$ cat config.mk
export PLATFORM = sky130hd
export DESIGN_NAME = pipe_hazard_ctrl
export DESIGN_NICKNAME = d
export VERILOG_FILES = /design/src/rtl/pipe_hazard_ctrl.sv
export SDC_FILE = /design/constraint.sdc
export NUM_CORES = 1
export LEC_CHECK = 0
export ABC_AREA = 1
export CAP_MARGIN = 15
export CORE_MARGIN = 3
export CORE_UTILIZATION = 38
export DETAILED_ROUTE_END_ITERATION = 16
export GPL_ROUTABILITY_DRIVEN = 0
export GPL_TIMING_DRIVEN = 0
export PLACE_DENSITY = 0.66
export SYNTH_ARGS = -nofsm -noshare
export SYNTH_HDL_FRONTEND = slang
export SYNTH_SLANG_ARGS = --single-unit
$ cat constraint.sdc
create_clock -name clk -period 2.6 [get_ports clk]
set_clock_uncertainty 0.05 [all_clocks]
set_input_delay 0.39 -clock clk [delete_from_list [all_inputs] [get_ports clk]]
set_output_delay 0.39 -clock clk [all_outputs]
set_load 0.01 [all_outputs]
$ cat src/rtl/pipe_hazard_ctrl.sv
// Pipeline hazard controller: data-hazard stalls by Tuse/Tnew, mult/div occupancy,
// and flush/redirect on exception or eret at M.
module pipe_hazard_ctrl #(
    parameter int MULT_CYC = 5,
    parameter int DIV_CYC  = 10
) (
    input  logic        clk,
    input  logic        reset,
    input  logic [4:0]  rsD,
    input  logic [4:0]  rtD,
    input  logic [1:0]  TuseRsD,
    input  logic [1:0]  TuseRtD,
    input  logic [4:0]  AwriteE,
    input  logic [4:0]  AwriteM,
    input  logic [1:0]  TnewE,
    input  logic [1:0]  TnewM,
    input  logic        RegWriteE,
    input  logic        RegWriteM,
    input  logic        mdStartE,
    input  logic        mdIsDivE,
    input  logic        mdUseD,
    input  logic        excReqM,
    input  logic        eretM,
    output logic        stallF,
    output logic        stallD,
    output logic        clrD,
    output logic        clrE,
    output logic        clrM,
    output logic        clrW,
    output logic [1:0]  pcSel,
    output logic        mdBusy,
    output logic [31:0] stallCnt
);
    typedef enum logic {IDLE, BUSY} md_state_e;

    localparam logic [3:0] MULT_LD = 4'(MULT_CYC);
    localparam logic [3:0] DIV_LD  = 4'(DIV_CYC);

    md_state_e   state_q, state_d;
    logic [3:0]  mdCnt_q, mdCnt_d;
    logic [31:0] stallCnt_q, stallCnt_d;
    logic        hzRs, hzRt, mdStall, flush, stall, mdIssue;

    // Tuse==3 can never be below a 2-bit Tnew, so "unused" falls out of the compare.
    always_comb begin
        hzRs = (rsD != 5'd0) && (TuseRsD != 2'd3) &&
               ((RegWriteE && AwriteE == rsD && TuseRsD < TnewE) ||
                (RegWriteM && AwriteM == rsD && TuseRsD < TnewM));
        hzRt = (rtD != 5'd0) && (TuseRtD != 2'd3) &&
               ((RegWriteE && AwriteE == rtD && TuseRtD < TnewE) ||
                (RegWriteM && AwriteM == rtD && TuseRtD < TnewM));
    end

    // An issue alongside an exception belongs to a cancelled instruction.
    assign mdIssue = mdStartE & ~excReqM;
    assign mdBusy  = (state_q == BUSY) | mdIssue;
    assign mdStall = mdUseD & mdBusy;
    assign flush   = excReqM | eretM;
    assign stall   = (hzRs | hzRt | mdStall) & ~flush;

    assign stallF   = stall;
    assign stallD   = stall;
    assign clrE     = stall | flush;
    assign clrD     = flush;
    assign clrM     = flush;
    assign clrW     = flush;
    assign pcSel    = excReqM ? 2'b01 : (eretM ? 2'b10 : 2'b00);
    assign stallCnt = stallCnt_q;

    always_comb begin
        state_d    = state_q;
        mdCnt_d    = mdCnt_q;
        stallCnt_d = stallCnt_q;
        case (state_q)
            IDLE: if (mdIssue) begin
                mdCnt_d = mdIsDivE ? DIV_LD : MULT_LD;
                state_d = BUSY;
            end
            BUSY: begin
                mdCnt_d = mdCnt_q - 4'd1;
                if (mdCnt_q == 4'd1) state_d = IDLE;
            end
            default: state_d = IDLE;
        endcase
        if (stall && stallCnt_q != 32'hFFFF_FFFF) stallCnt_d = stallCnt_q + 32'd1;
    end

    always_ff @(posedge clk) begin
        if (reset) begin
            state_q    <= IDLE;
            mdCnt_q    <= 4'd0;
            stallCnt_q <= 32'd0;
        end else begin
            state_q    <= state_d;
            mdCnt_q    <= mdCnt_d;
            stallCnt_q <= stallCnt_d;
        end
    end
endmodule

==> flow_summary.toml <==
[status]
status = "finished clean"

[sta]
hold_violations = 0
relSlewSlack = 0.645
final_max_slew_viol_count = 0
fmax_mhz = 415
fin_ws_ns = 0.190
tightest_slew_ns = 0.532
period_share = 0.927
setup_tns_ns = 0
rsz0062_at_grt = "false"
hold_slack_ns = 0.473
finalCriticalPeriod_ns = 2.41
setup_violations = 0

[clocking]
htree_levels = 2
postCtsHoldBufs = 0
numCtsBuffers = 5
clk_pin_slew_ns = 0.08
clk_latency_ns = 0.28
cts_tree = "built"
clk_path_buf_depth = 2
clock_sinks = 37
root_buffer = "clkbuf_8"

[finish]
post-route-util = 0.528
fin_nets = 686
drive_above_1_share = 0.104
regArea_um2 = 741
multi_input_comb_area_mm2 = 0.00182
fill_cells = 852
insertedDiodeCount = 0
syn_to_final_growth_pct = 33.1

[pwr]
p_sw_frac = 0.303
p_per_area_mw_per_mm2 = 311
sequentialPowerShare = 0.455
clockPowerShare = 0.312
switching_power_uw = 390
totalPowerFinal_uw = 1290
p_leak_uw = 0.00199
p_int_uw = 897
vdd_drop_max_uv = 194
power_frac_comb = 0.233

[worst_setup_path]
reg2regPathDepth = 13
rrSetupSlack_ns = 0.67
r2r_start = "stallCnt[1]"
cp_data_required_time_ns = 2.16
critPathCaptureType = "output port"
crit_fanout = 10
timing.rr.end = "stallCnt[17]"
worstSetupStartpointType = "primary input"
arrival_ns = 1.97
critPathKind = "in2out"

[hold_path]
hold_path.class = "reg2reg"
hold_end = "mdCnt_q[0]"
hold_depth = 2
hp-start = "mdCnt_q[0]"

[floorplan]
die_w_um = 96.5
io_pins = 78
core_mm2 = 0.00785
rows = 32
start_util = 0.396
dieArea_mm2 = 0.00931
fp.dieH_um = 96.5

[grt]
grt.total_usage = 0.190
antenna_found_initial = 0
overflow = 0
grt_max_degree = 13
grt_pass1_vias = 3169
grt_pass1_wl_um = 14200

[placed_design]
post-place-ws_ns = -0.704
portBuffers = 77
hpwl_um = 6890

[synth]
async_reset_ff_frac = 0
yosysUniqueCellTypes = 30
ys.flop_type = "dfxtp_1"
synth-edff-count = 0
synth_area_leader_cell = "dfxtp_1"
ys_ff_latch = 37
avgSynthCellArea_um2 = 5.60
synth_warnings = 0
ys_seq_area_frac = 0.238
syn-cell-area_mm2 = 0.00311
synth_top_area_frac = 0.238
syn_nets = 599
synth_area_leaders = "dfxtp_1 24%, nand2_1 21%, inv_1 13%"
synth_cells = 555

[routing]
wl_per_cell_um = 11.6
dr.pass1.iters = 4
ant_nets = 0
vias_per_cell = 4.70
totalWireLength_um = 8670
drc_errors = 0
vias = 3502
drt_iter0_markers = 150

[job]
max_cap_viol_count = 0
==> metrics by stage <==
stage	std cells	area (µm²)
2_1_floorplan	555	3110
3_3_place_gp	734	4010
3_5_place_dp	734	4010
4_1_cts	744	4110
5_1_grt	745	4140
6_report	745	4140
==> power groups by stage <==
stage / logic (µW) / registers, µW / clock network [µW]
6_report: 300 / 585 / 401
5_1_grt: 335 / 586 / 439
4_1_cts: 298 / 585 / 413
3_5_place_dp: 293 / 598 / 0
3_3_place_gp: 290 / 598 / 0
2_1_floorplan: 160 / 597 / 0
==> area by class of cell <==
class | instances | share of cell area
plain buffers | 18 | 0.0260
clock buffers | 5 | 0.0166
clock inverters | 3 | 0.00423
inverters | 120 | 0.109
multi-input cells | 378 | 0.440
flip-flops and latches | 37 | 0.179
well taps | 102 | 0.0308
repair buffers | 82 | 0.195
==> registers in the layout, summed over array words and instances, names as in the netlist <==
register / flops
state_q: 1
stallCnt: 32
mdCnt_q: 4
==> repair_timing <==
item | CTS | global route
buffers inserted | 3 | 2
endpoints found under the hold margin | 0 | 0
pin swaps | 2 | 11
endpoints found under the setup margin | 6 | 4
gates resized for setup | 16 | 12
==> cells in the mapped netlist, drive strengths merged (2+ instances only) <==
cell      n
o21ai     7
nand2   175
clkbuf    7
ha        7
inv     119
nor3      5
nand4    33
nand3    50
nor2     89
a21boi    2
dfxtp    37
a31oi     2
xor2      3
buf      13
a21oi     2
==> cells in the final DEF (no fill, tap or decap), types with 3 or more instances in the layout <==
master	Yosys	final
inv_1	109	106
dfxtp_1	37	37
nor3_1	3	3
ha_1	7	7
dlymetal6s2s_1	0	3
nand3_1	44	44
nand2_2	4	6
o21ai_0	7	7
nor2_1	81	79
clkbuf_1	7	6
inv_2	10	13
nand3_4	2	3
nor2_4	2	3
buf_4	7	13
clkbuf_8	0	5
buf_2	2	3
nand4_1	33	33
clkdlybuf4s50_1	0	70
nand2_1	171	169
nor2_2	6	7
nand3_2	4	3
xor2_1	3	3
==> per-layer routing <==
layer / up-vias / global-route usage / share of wire
met5: - / 0 / 0
met4: 0 / 0.0222 / 0.0039
met3: 2 / 0.0287 / 0.055
met2: 88 / 0.321 / 0.47
met1: 1554 / 0.263 / 0.47
li1: 1858 / - / -
==> cells by family after synthesis <==
| family | count (synthesis) | synth area share |
|---|---|---|
| XOR/XNOR | 3 | 0.00845 |
| AND/OR/NAND/NOR | 353 | 0.508 |
| flip-flops | 37 | 0.238 |
| adder cells (fa/ha/maj) | 7 | 0.0282 |
| AO/OA/AOI/OAI | 15 | 0.0322 |
| buffers and inverters | 140 | 0.185 |
==> critical path, cell delays in order <==
cell,delay (ns)
clkdlybuf4s50_1,0.59
nor2_4,0.05
clkbuf_4,0.20
inv_1,0.11
buf_4,0.11
clkdlybuf4s50_1,0.53
==> worst max-delay path by stage <==
| stage | end | startpoint | cells after the start | slack (ns) |
|---|---|---|---|---|
| global route | stallF | rsD[1] | 13 | 0.08 |
| finish | clrM | excReqM | 6 | 0.19 |
| CTS | stallF | TnewM[1] | 14 | 0.002 |
| floorplan | stallF | TnewM[1] | 13 | 0.43 |
| detailed placement | stallF | TnewM[1] | 15 | -0.70 |
| global placement | stallF | TnewM[1] | 15 | -0.71 |
Note: power is estimated with default switching activity, not from simulation.
